`config.mk`:
```
export PLATFORM = sky130hd
export DESIGN_NAME = sdaccel_axilite_ctrl_slave
export DESIGN_NICKNAME = d
export VERILOG_FILES = /design/src/rtl/sdaccel_axilite_ctrl_slave.sv
export SDC_FILE = /design/constraint.sdc
export NUM_CORES = 1
export LEC_CHECK = 0
export CELL_PAD_IN_SITES_DETAIL_PLACEMENT = 0
export CELL_PAD_IN_SITES_GLOBAL_PLACEMENT = 1
export CORE_MARGIN = 2
export CORE_UTILIZATION = 36
export DETAILED_ROUTE_END_ITERATION = 16
export HOLD_SLACK_MARGIN = 0.06
export PLACE_DENSITY_LB_ADDON = 0.1
export RECOVER_POWER = 25
export SYNTH_ARGS = -nofsm -noshare
export SYNTH_HDL_FRONTEND = slang
export SYNTH_SLANG_ARGS = --single-unit
```
`constraint.sdc`:
```
create_clock -name ap_clk -period 2.22 [get_ports ap_clk]
set_input_delay 0.222 -clock ap_clk [delete_from_list [all_inputs] [get_ports ap_clk]]
set_output_delay 0.222 -clock ap_clk [all_outputs]
set_load 0.01 [all_outputs]
```
`src/rtl/sdaccel_axilite_ctrl_slave.sv`:
```
// sdaccel_axilite_ctrl_slave: AXI4-Lite ap_ctrl register block with user argument registers
module sdaccel_axilite_ctrl_slave #(
    parameter int ADDR_W = 64,
    parameter int NUM_USER_REGS = 8
) (
    input  logic                       ap_clk,
    input  logic                       ap_rst_n,
    output logic                       ap_start,
    input  logic                       ap_done,
    input  logic                       ap_idle,
    input  logic                       ap_ready,
    output logic                       interrupt,
    output logic [NUM_USER_REGS*32-1:0] user_regs,
    input  logic [ADDR_W-1:0]          s_axi_control_AWADDR,
    input  logic [2:0]                 s_axi_control_AWPROT,
    input  logic                       s_axi_control_AWVALID,
    output logic                       s_axi_control_AWREADY,
    input  logic [31:0]                s_axi_control_WDATA,
    input  logic [3:0]                 s_axi_control_WSTRB,
    input  logic                       s_axi_control_WVALID,
    output logic                       s_axi_control_WREADY,
    output logic                       s_axi_control_BVALID,
    input  logic                       s_axi_control_BREADY,
    output logic [1:0]                 s_axi_control_BRESP,
    input  logic [ADDR_W-1:0]          s_axi_control_ARADDR,
    input  logic [2:0]                 s_axi_control_ARPROT,
    input  logic                       s_axi_control_ARVALID,
    output logic                       s_axi_control_ARREADY,
    output logic                       s_axi_control_RVALID,
    input  logic                       s_axi_control_RREADY,
    output logic [31:0]                s_axi_control_RDATA,
    output logic [1:0]                 s_axi_control_RRESP
);
    typedef enum logic {W_IDLE, W_RESP} w_state_t;
    typedef enum logic {R_IDLE, R_DATA} r_state_t;
    w_state_t w_state, w_next;
    r_state_t r_state, r_next;
    logic        wr_hs, rd_hs, wr_ctrl;
    logic [9:0]  wr_idx, rd_idx;
    logic        done_bit, auto_restart, gie;
    logic [1:0]  ier, isr;
    logic [31:0] rd_val;
    logic [31:0] uregs [NUM_USER_REGS];
    logic        unused;
    assign unused = ^{s_axi_control_AWPROT, s_axi_control_ARPROT,
                      s_axi_control_AWADDR[1:0], s_axi_control_ARADDR[1:0],
                      s_axi_control_AWADDR[ADDR_W-1:12], s_axi_control_ARADDR[ADDR_W-1:12]};
    assign wr_idx = s_axi_control_AWADDR[11:2];
    assign rd_idx = s_axi_control_ARADDR[11:2];
    // AW and W are only ever accepted together, in a single joint handshake
    assign wr_hs = (w_state == W_IDLE) && s_axi_control_AWVALID && s_axi_control_WVALID;
    assign wr_ctrl = wr_hs && s_axi_control_WSTRB[0];
    assign s_axi_control_AWREADY = wr_hs;
    assign s_axi_control_WREADY = wr_hs;
    assign s_axi_control_BVALID = (w_state == W_RESP);
    assign s_axi_control_BRESP = 2'b00;
    assign s_axi_control_ARREADY = (r_state == R_IDLE);
    assign rd_hs = s_axi_control_ARREADY && s_axi_control_ARVALID;
    assign s_axi_control_RVALID = (r_state == R_DATA);
    assign s_axi_control_RRESP = 2'b00;
    always_ff @(posedge ap_clk or negedge ap_rst_n) begin
        if (!ap_rst_n) begin
            w_state <= W_IDLE;
            r_state <= R_IDLE;
        end else begin
            w_state <= w_next;
            r_state <= r_next;
        end
    end
    always_comb begin
        w_next = (w_state == W_IDLE) ? (wr_hs ? W_RESP : W_IDLE)
                                     : (s_axi_control_BREADY ? W_IDLE : W_RESP);
        r_next = (r_state == R_IDLE) ? (rd_hs ? R_DATA : R_IDLE)
                                     : (s_axi_control_RREADY ? R_IDLE : R_DATA);
    end
    always_comb begin
        rd_val = (rd_idx == 10'd0) ? {24'b0, auto_restart, 3'b0, ap_ready, ap_idle, done_bit, ap_start} :
                 (rd_idx == 10'd1) ? {31'b0, gie} :
                 (rd_idx == 10'd2) ? {30'b0, ier} :
                 (rd_idx == 10'd3) ? {30'b0, isr} : 32'b0;
        for (int k = 0; k < NUM_USER_REGS; k++)
            if (rd_idx == 10'(k + 4)) rd_val = uregs[k];
    end
    // Pulses win over clears/toggles, so a coincident event is never lost
    always_ff @(posedge ap_clk or negedge ap_rst_n) begin
        if (!ap_rst_n) begin
            ap_start <= 1'b0;
            auto_restart <= 1'b0;
            done_bit <= 1'b0;
            gie <= 1'b0;
            ier <= 2'b0;
            isr <= 2'b0;
            interrupt <= 1'b0;
            s_axi_control_RDATA <= 32'b0;
        end else begin
            ap_start <= (wr_ctrl && wr_idx == 10'd0 && s_axi_control_WDATA[0]) ||
                        (ap_start && !(ap_ready && !auto_restart));
            auto_restart <= (wr_ctrl && wr_idx == 10'd0) ? s_axi_control_WDATA[7] : auto_restart;
            done_bit <= ap_done || (done_bit && !(rd_hs && rd_idx == 10'd0));
            gie <= (wr_ctrl && wr_idx == 10'd1) ? s_axi_control_WDATA[0] : gie;
            ier <= (wr_ctrl && wr_idx == 10'd2) ? s_axi_control_WDATA[1:0] : ier;
            isr <= (isr ^ ((wr_ctrl && wr_idx == 10'd3) ? s_axi_control_WDATA[1:0] : 2'b0)) |
                   {ap_ready & ier[1], ap_done & ier[0]};
            interrupt <= gie & |isr;
            s_axi_control_RDATA <= rd_hs ? rd_val : s_axi_control_RDATA;
        end
    end
    for (genvar k = 0; k < NUM_USER_REGS; k++) begin : g_user
        always_ff @(posedge ap_clk or negedge ap_rst_n) begin
            if (!ap_rst_n) uregs[k] <= 32'b0;
            else for (int b = 0; b < 4; b++)
                if (wr_hs && s_axi_control_WSTRB[b] && wr_idx == 10'(k + 4))
                    uregs[k][8*b +: 8] <= s_axi_control_WDATA[8*b +: 8];
        end
        assign user_regs[32*k +: 32] = uregs[k];
    end
endmodule
```
Yosys cells after proc, flatten, opt, wreduce, memory -nomap -nowiden
Index checks and enable logic that the tools add are counted.
{"block": "totals", "reg_bits": 299, "out_inout_bits": 299, "elab_cells": 146}
{"block": "op_classes", "n_eq_ne": 22, "n_mux": 19, "bitwise": 7, "n_reduce_logical": 56}
{"op": "32-bit two-way mux", "n": 8}
{"op": "10-bit by 3-bit == test with 1-bit output, second input constant", "n": 8}
{"op": "10-bit by 4-bit == test with 1-bit output, second input constant", "n": 8}
{"op": "1-bit logical AND", "n": 48}
{"op": "10-bit by 2-bit == test with 1-bit output, second input constant", "n": 4}
{"op": "10-bit by 1-bit == test with 1-bit output, second input constant", "n": 2}
{"op": "10-bit zero test", "n": 2}
{"op": "2-bit two-way mux", "n": 4}
{"op": "8-bit two-way mux", "n": 1}
{"op": "1-bit two-way mux", "n": 6}
{"op": "1-bit AND", "n": 3}
{"op": "1-bit zero test", "n": 3}
{"op": "1-bit logical OR", "n": 2}
{"op": "1-bit inverter", "n": 2}
{"op": "2-bit bitwise OR", "n": 1}
{"op": "2-bit OR reduction", "n": 1}
{"op": "2-bit bitwise XOR", "n": 1}

Depth between registers and ports, before layout
Gate-level depths: netlist (run 1).
{"block": "logic_depth", "ltp_word": 13, "ltp_mapped": 8}

Worst setup path before layout (run 1)
Ideal clock, no wire load.
{"block": "synth_path", "path_type": "flip-flop to flip-flop", "start": "reg w_state, in the netlist s_axi_control_BVALID", "end": "reg uregs, in the netlist user_regs[232]", "setup_ns": 0.125, "arrival_time_ns": 1.846, "required_ns": 2.095, "slack_ns": 0.249, "stages_incl_launch_ff": 8, "synth_period_minus_slack_ns": 1.971, "cell_sequence": "dfrtp_1 and3b_1 buf_2 and3_1 buf_2 and2_1 buf_4 mux2_2"}
{"block": "synth_via", "elab_chain_cells": 5}
{"element": "from (decl)", "line_no": "36", "rtl": "w_state_t w_state, w_next;"}
{"element": "from (signal assigned)", "line_no": "66", "rtl": "w_state <= w_next;"}
{"element": "1-bit inverter"}
{"element": "1-bit logical AND (2 in series)", "line_no": "51", "rtl": "assign wr_hs = (w_state == W_IDLE) && s_axi_control_AWVALID && s_axi_control_WVALID;"}
{"element": "net s_axi_control_AWREADY", "line_no": "17", "rtl": "output logic s_axi_control_AWREADY,"}
{"element": "1-bit logical AND (2 in series)", "line_no": "112", "rtl": "if (wr_hs && s_axi_control_WSTRB[b] && wr_idx == 10'(k + 4))"}
{"element": "to (signal, indexed assignment)", "line_no": "113", "rtl": "uregs[k][8*b +: 8] <= s_axi_control_WDATA[8*b +: 8];"}
{"element": "to (decl)", "line_no": "43", "rtl": "logic [31:0] uregs [NUM_USER_REGS];"}
The timed path passes the listed nets, and every way through them passes these cells.
A chain may end at the register's enable or synchronous reset.

Worst setup path after layout (run 1)
{"block": "layout_path", "start": "reg w_state, in the netlist s_axi_control_BVALID", "end": "out s_axi_control_WREADY"}
{"block": "layout_via", "elab_chain_cells": 3}
{"element": "1-bit inverter"}
{"element": "1-bit logical AND (2 in series)", "line_no": "51"}
{"element": "to (decl)", "line_no": "21", "rtl": "output logic s_axi_control_WREADY,"}
No other way between the ends.

==> results of run 1 <==
cells by family after synthesis:
family / synth area share [%]
and+or+nand+nor: 9.177
muxes: 27.54
AOI/OAI and AO/OA: 7.250
other: 0.02663
DFF: 53.13
xor gates and xnor gates: 0.1244
buffers and inverters: 2.754
routing by layer:
layer | up-vias | track usage, % | wire length (um)
met5 | - | 0 | 25
met4 | 4 | 5.383 | 931
met3 | 65 | 5.788 | 3135
met2 | 341 | 37.91 | 22810
met1 | 5427 | 33.05 | 21550
li1 | 4719 | - | -
cells in the mapped netlist, types with 5 or more instances:
cell	count	area, sq um
and3_1	9	56.30
a22oi_1	25	187.7
nand3_1	24	120.1
o22ai_1	18	112.6
clkbuf_1	36	135.1
a31oi_1	5	31.28
mux2_2	208	2342
nand2_2	12	75.07
nor2b_1	31	193.9
mux2_1	8	90.09
mux4_2	30	675.7
mux2i_1	5	50.05
buf_4	16	120.1
o211ai_1	10	75.07
nand2_8	6	120.1
a21oi_1	27	135.1
nor2_1	49	183.9
buf_2	15	75.07
and2_1	7	43.79
o21ai_0	63	315.3
dfrtp_1	299	7482
mux2_4	48	720.7
nand2_1	56	210.2
registers in the layout, indices dropped and copies added, names as in the netlist:
signal,cells
auto_restart,1
ap_start,1
ier,2
user_regs,256
s_axi_control_BVALID,1
s_axi_control_RDATA,32
interrupt,1
gie,1
done_bit,1
s_axi_control_RVALID,1
isr,2
worst paths after layout:
check	cells after the start	end	slack, ns
min reg2reg	2	s_axi_control_RDATA[20]	0.48
max in group asynchronous	3	user_regs[44]	0.46
max	3	s_axi_control_WREADY	0.10
min	2	s_axi_control_RVALID	0.25
min in group asynchronous	2	user_regs[184]	0.46
max reg2reg	6	user_regs[46]	0.33
repair_timing:
item / CTS / global route
hold buffers: 1 / 0
setup endpoints to repair: 0 / 0
hold endpoints to repair: 239 / 0
worst max-delay path, cell delays in order (launching register included):
cell             delay (ns)
dfrtp_1                0.39
and3b_1                0.27
buf_12                 0.16
clkdlybuf4s50_1        0.54
power breakdown:
group / internal (mW) / switching (mW) / total (mW) / leakage [nW]
combinational: 0.455 / 0.613 / 1.07 / 4.33
sequential: 5.54 / 0.0632 / 5.60 / 4.14
clock: 3.70 / 2.31 / 6.01 / 0.606
area by class of cell:
type	instances	area (sq um)
clock inverter	9	97.59
tap	518	648.1
fill	3358	18570
inverter	4	15.01
sequential	299	7482
antenna	1	2.502
timing repair buffer	436	4436
multi-input combinational	696	6276
clock buffer	54	1120
==> run_results.csv, run 1 <==
group,metric,value,unit
run_status,status,"complete, no violations",
layout,final_cell_mix,"clkdlybuf4s50_1 (357), dfrtp_1 (299), mux2_2 (208)",
layout,final_core_util,51.95,%
pwr,finalPower,12.68,mW
timing,setup_violations,0,
placement,routabilityCongestion,0.8112,
synth,synth_top_flop_cell,"dfrtp_1",
detailed_routing,initialDrtViolationCount,484,
detailed_routing,drt_wl_total,48450,um
clock_tree,cts-root-buf,"clkbuf_16",
min_path,hold_path_startpoint,"s_axi_control_RREADY",
timing,fin_hold_ws,0.2528,ns
critical_path,path_max_fanout,14,
die,die_h,201.8,um
timing,min_period,2.118,ns
pwr,power_leakage,9.069,nW
critical_path,worstSetupPathType,"reg -> out",
die,dieArea,0.04072,sq mm
clock_tree,max-clock-path-buffers,3,
pwr,p_per_area,631.7,mW/mm^2
layout,final_common_cell,"clkdlybuf4s50_1",
critical_path,endpoint_kind,"primary output",
synth,synth_seq_cells,299,
timing,fin_ws,0.1019,ns
timing,fin_skew,0.01810,ns
critical_path,start_kind,"register",
die,die_w,201.8,um
timing,drv_slew,0,
synth,synthArstFlopShare,100.0,%
die,io_pins,479,
global_route,grt_pass1_vias,11050,
clock_tree,insertion_delay,0.53,ns
placement,io_buffers,360,
timing,fin_tns_setup,0,ns
placement,post-place-cells,1952,
clock_tree,cts.sinks,299,
critical_path,critPathArrivalTime,1.90,ns
detailed_routing,wl_per_cell,24.02,um
global_route,grt_use_total,23.84,%
die,row_count,72,
timing,finalCritPeriodShare,95.41,%
timing,finalHoldViolCount,0,
clock_tree,cts_setup_buffers,0,
run,maxCapViolCount,0,
layout,area_growth,42.56,%
die,initial_core_util,36.44,%
clock_tree,cts_tree,"yes",
critical_path,worstPathRequired,2.00,ns
synth,yosysUniqueCellTypes,57,
global_route,antenna_found_initial,3,
layout,drive_above_1_share,30.97,%
clock_tree,clk_pin_slew,0.06,ns
placement,dp_hpwl,33060,um
layout,final_cells,2017,
detailed_routing,vias_per_cell,5.234,
timing,rsz0062_at_grt,"false",
synth,synth_edf_count,0,
global_route,grt_max_degree,72,
detailed_routing,drt_pass1_iterations,5,
layout,final_area,0.02008,sq mm
timing,max_freq,472.1,MHz
placement,place_area,0.01890,sq mm
placement,pre_cts_ws,-0.2294,ns
die,core,0.03865,sq mm
critical_path,reg2reg_from,"s_axi_control_BVALID",
global_route,grt_first_pass_wirelength,73360,um
detailed_routing,drcViolationCount,0,
min_path,hold_class,"in -> reg",
timing,slew_headroom,23.46,%
layout,final_nets,1654,
detailed_routing,vias,10560,
synth,netlist_instances,1068,
detailed_routing,antenna_left,0,
critical_path,critPathLaunch,"s_axi_control_BVALID",
synth,synth_area,0.01408,sq mm
clock_tree,post_cts_resized,0,
pwr,ir_drop,0.0004222,V
synth,synth_area_per_cell,13.19,sq um
synth,synth_warnings,0,
synth,ys_seq_area_share,53.13,%
timing,worstMarginPinSlew,1.148,ns
global_route,overflow,0,
clock_tree,cts_buffers,37,
clock_tree,h-tree-depth,2,
No activity file was read; power rests on OpenSTA's default activity.
==> run 2, diff against run 1 <==
CORE_ASPECT_RATIO = 1.5   (was not set)
==> run_results.csv, run 2 (synthesized netlist as in run 1, its figures left out) <==
group,metric,value,unit
placement,routabilityCongestion,0.8338,
timing,worstMarginPinSlew,1.804,ns
critical_path,worstPathRequired,2.00,ns
layout,final_nets,1656,
global_route,grt_use_met1,30.22,%
global_route,overflow,0,
clock_tree,cts-root-buf,"clkbuf_16",
global_route,use_met3,4.343,%
placement,dp_hpwl,35080,um
layout,drive_above_1_share,30.84,%
timing,slew_headroom,-20.24,%
clock_tree,cts.sinks,299,
global_route,grt_pass1_vias,11020,
die,die_h,246.2,um
pwr,finalPower,11.98,mW
critical_path,worstSetupPathType,"reg -> out",
critical_path,start_kind,"register",
run,maxCapViolCount,1,
global_route,grt-busiest-layer,"met2",
global_route,antenna_found_initial,0,
layout,nFillCells,3485,
timing,fin_skew,0.01391,ns
pwr,p_per_area,600.1,mW/mm^2
detailed_routing,drt_wl_total,48360,um
placement,pre_cts_ws,-0.2100,ns
die,row_count,88,
timing,max_freq,475.1,MHz
critical_path,endpoint_kind,"primary output",
run_status,violations,"capacitance limit, slew limit",
clock_tree,h-tree-depth,1,
clock_tree,cts_buffers,30,
global_route,grt_max_degree,60,
clock_tree,max-clock-path-buffers,3,
global_route,grt_first_pass_wirelength,71790,um
die,core,0.03854,sq mm
clock_tree,insertion_delay,0.57,ns
detailed_routing,drcViolationCount,0,
pwr,ir_drop,0.0006250,V
global_route,grt_use_total,23.67,%
min_path,hold_class,"in -> reg",
timing,setup_violations,0,
pwr,power_leakage,9.030,nW
timing,drv_slew,57,
timing,rsz0062_at_grt,"false",
placement,io_buffers,360,
die,dieArea,0.04075,sq mm
clock_tree,clk_pin_slew,0.06,ns
critical_path,path_max_fanout,3,
die,io_pins,479,
timing,finalHoldViolCount,0,
critical_path,critPathArrivalTime,1.88,ns
timing,finalCritPeriodShare,94.82,%
layout,final_common_cell,"clkdlybuf4s50_1",
timing,fin_ws,0.1150,ns
die,initial_core_util,36.55,%
timing,min_period,2.105,ns
detailed_routing,vias,10590,
detailed_routing,antenna_left,0,
detailed_routing,wl_per_cell,24.27,um
detailed_routing,vias_per_cell,5.314,
layout,multiInputGateArea,0.006284,sq mm
detailed_routing,drt_pass1_iterations,5,
clock_tree,cts_tree,"yes",
run_status,status,"complete, but fails checks",
layout,largest_reg_flops,256,
layout,seqCellArea,0.007482,sq mm
layout,diodes,0,
global_route,met2_usage,40.48,%
detailed_routing,initialDrtViolationCount,565,
layout,area_growth,41.78,%
die,die_w,165.5,um
layout,final_cell_mix,"clkdlybuf4s50_1 (357), dfrtp_1 (299), mux2_2 (208)",
## run 2: report_power, final
group,leakage [nW],switching [mW],internal [mW]
combinational,4.39,0.617,0.477
sequential,4.14,0.0589,5.54
clock,0.506,2.17,3.12
total,9.03,2.85,9.13
## run 2: worst max-delay path, stage by stage (launching register included)
cell and delay (ns):
dfrtp_1 0.41, and3b_2 0.26, buf_4 0.12, clkdlybuf4s50_1 0.53
## run 2: final timing paths
kind                                              end  cells past startpoint  slack, ns                  from
max in group asynchronous               user_regs[81]                      3       0.31              ap_rst_n
worst max register to register          user_regs[57]                      6       0.28  s_axi_control_BVALID
worst min-delay path             s_axi_control_RVALID                      2       0.23  s_axi_control_RREADY
worst max-delay path            s_axi_control_AWREADY                      3       0.12  s_axi_control_BVALID
worst min register to register               done_bit                      1       0.48              done_bit
min in group asynchronous               user_regs[68]                      2       0.69              ap_rst_n
## run 2: cell type report
| type | instances | area share, % |
|---|---|---|
| Multi-Input combinational cell | 696 | 31.47 |
| Inverter | 4 | 0.07519 |
| Timing Repair Buffer | 445 | 22.78 |
| Sequential cell | 299 | 37.47 |
| Tap cell | 495 | 3.102 |
| Clock inverter | 9 | 0.6015 |
| Clock buffer | 45 | 4.499 |
## run 2: stage by stage
| step | hold WS [ns] | setup TNS (ns) | utilization (%) | cells | cell area [sq um] |
|---|---|---|---|---|---|
| 3_5_place_dp | 0.2304 | -28.59 | 49.21 | 1937 | 18960 |
| 6_report | 0.2296 | 0 | 51.81 | 1993 | 19970 |
| 4_1_cts | 0.2098 | 0 | 51.90 | 1993 | 20000 |
| 3_3_place_gp | 0.2246 | -28.94 | 49.21 | 1937 | 18960 |
| 2_1_floorplan | -0.07359 | 0 | - | 1071 | 14090 |
| 5_1_grt | 0.2415 | 0 | 51.81 | 1993 | 19970 |
## run 2: metal layers
metal / vias to the layer above / wire [um]
li1: 4725 / -
met1: 5456 / 19590
met2: 338 / 24410
met3: 72 / 2831
met4: 0 / 1525
met5: - / 0
## run 2: repair_timing
item | CTS | global route
endpoints found under the setup margin | 2 | 0
hold endpoints to repair | 133 | 0
setup buffers | 1 | 0
gates resized for setup | 1 | 0
hold buffers | 1 | 0
==> run 3, diff against run 2 <==
CAP_MARGIN = 20   (was not set)
CORE_ASPECT_RATIO = 0.6   (was 1.5)
==> run_results.csv, run 3 (synthesized netlist as in run 1, its figures left out) <==
group,metric,value,unit
pwr,swShare,23.58,%
detailed_routing,drcViolationCount,0,
clock_tree,clk_pin_slew,0.07,ns
placement,post-place-cells,1966,
pwr,power_leakage,9.038,nW
die,core,0.03882,sq mm
timing,fin_skew,0.008052,ns
pwr,ir_drop,0.0005184,V
placement,io_buffers,360,
pwr,p_switching,2.919,mW
layout,area_growth,42.18,%
layout,nFillCells,3424,
global_route,grt_pass1_vias,10570,
timing,rsz0062_at_grt,"false",
timing,fin_ws,0.1549,ns
critical_path,critPathArrivalTime,1.84,ns
run,maxCapViolCount,0,
layout,final_nets,1659,
clock_tree,h-tree-depth,1,
clock_tree,cts.sinks,299,
timing,drv_slew,0,
timing,max_freq,484.2,MHz
detailed_routing,highest_layer,"met4",
placement,pre_cts_ws,-0.2255,ns
layout,drive_above_1_share,30.78,%
placement,dp_hpwl,34680,um
timing,worstMarginPinSlew,1.091,ns
clock_tree,insertion_delay,0.57,ns
layout,final_core_util,51.59,%
global_route,grt_max_degree,68,
global_route,grt_first_pass_wirelength,72010,um
clock_tree,max-clock-path-buffers,3,
die,initial_core_util,36.28,%
placement,routabilityCongestion,0.8183,
detailed_routing,vias_per_cell,5.206,
layout,final_common_cell,"clkdlybuf4s50_1",
critical_path,reg2reg_depth,7,
timing,min_period,2.065,ns
timing,setup_violations,0,
clock_tree,cts_tree,"yes",
critical_path,critPathLaunch,"s_axi_control_BVALID",
global_route,overflow,0,
layout,final_cells,2023,
pwr,internal-power,9.462,mW
die,io_pins,479,
pwr,share_comb_of_total_power,8.7,%
critical_path,reg2reg_from,"s_axi_control_BVALID",
detailed_routing,vias,10530,
detailed_routing,wl_per_cell,23.93,um
critical_path,worstSetupPathType,"reg -> out",
clock_tree,cts_buffers,30,
critical_path,worstPathRequired,2.00,ns
die,die_h,157.2,um
timing,slew_headroom,27.13,%
detailed_routing,m1WireLength,22460,um
detailed_routing,antenna_left,0,
layout,final_cell_mix,"clkdlybuf4s50_1 (357), dfrtp_1 (299), mux2_2 (208)",
die,row_count,56,
timing,finalHoldViolCount,0,
critical_path,start_kind,"register",
die,die_w,259.3,um
die,dieArea,0.04077,sq mm
detailed_routing,dr_wl_met2,21570,um
detailed_routing,initialDrtViolationCount,592,
layout,diodes,0,
pwr,power_frac_clock,46.1,%
min_path,hold_class,"in -> async",
detailed_routing,drt_pass1_iterations,4,
global_route,antenna_found_initial,0,
timing,finalCritPeriodShare,93.02,%
pwr,p_seq_share,45.2,%
global_route,grt_use_total,23.70,%
pwr,p_per_area,618.3,mW/mm^2
critical_path,endpoint_kind,"primary output",
detailed_routing,drt_wl_total,48400,um
run_status,status,"complete, no violations",
pwr,finalPower,12.38,mW
clock_tree,cts-root-buf,"clkbuf_16",
layout,largest_reg_flops,256,
critical_path,path_max_fanout,3,
detailed_routing,dr_wl_met3,3534,um
==> run 3: cell count changes in the layout (fill, tap and decap cells not counted), moves of 2 or more <==
cell	delta
buf_6	-2
buf_4	+4
bufinv_16	+3
clkinv_2	-2
clkbuf_4	+2
buf_12	-5
clkbuf_2	-2
clkbuf_1	+2
==> run 3: layout make-up <==
class	count	area, sq um	share of cell area, %
Clock buffer	42	887.1	4.430
Clock inverter	12	216.5	1.081
Inverter	4	15.01	0.07498
Multi-Input combinational cell	696	6275	31.34
Sequential cell	299	7482	37.37
Tap cell	522	653.1	3.262
Timing Repair Buffer	448	4496	22.45
==> run 3: final timing paths <==
| check | to | slack, ns |
|---|---|---|
| min in group ap_clk | s_axi_control_RVALID | 0.21 |
| min reg2reg | s_axi_control_RDATA[20] | 0.48 |
| max in group asynchronous | user_regs[56] | 0.61 |
| max | s_axi_control_WREADY | 0.15 |
| min | user_regs[33] | 0.20 |
| max reg2reg | user_regs[18] | 0.22 |
==> run 3: stage by stage <==
| step | area [sq um] | TNS [ns] | hold WS [ns] |
|---|---|---|---|
| 2_1_floorplan | 14090 | 0 | -0.07359 |
| 3_3_place_gp | 18960 | -24.13 | 0.2396 |
| 3_5_place_dp | 18960 | -27.28 | 0.2338 |
| 4_1_cts | 20070 | 0 | 0.1794 |
| 5_1_grt | 20020 | 0 | 0.2255 |
| 6_report | 20020 | 0 | 0.2003 |
==> run 3: power groups by stage <==
stage	Combinational [mW]	Sequential [mW]	Clock (mW)
global route	1.17	5.60	6.08
global placement	1.09	5.69	0
detailed placement	1.10	5.70	0
finish	1.07	5.60	5.71
floorplan	0.347	5.73	0
CTS	1.10	5.60	5.83
==> run 3: metal layers <==
layer / vias up / track usage (%)
met5: - / 0
met4: 0 / 4.132
met3: 55 / 5.894
met2: 331 / 35.85
met1: 5425 / 34.70
li1: 4720 / -
==> run 3: what timing repair did <==
action / in CTS / in global routing
gates cloned: 0 / 0
endpoints found under the setup margin: 2 / 2
gates resized for setup: 1 / 0
endpoints found under the hold margin: 58 / 0
hold buffers: 1 / 0
buffers inserted: 0 / 2
==> run 3: worst max-delay path: stages, from the launching register on <==
cell	delay, ns
dfrtp_1	0.39
and3b_2	0.24
buf_4	0.12
clkdlybuf4s50_1	0.53
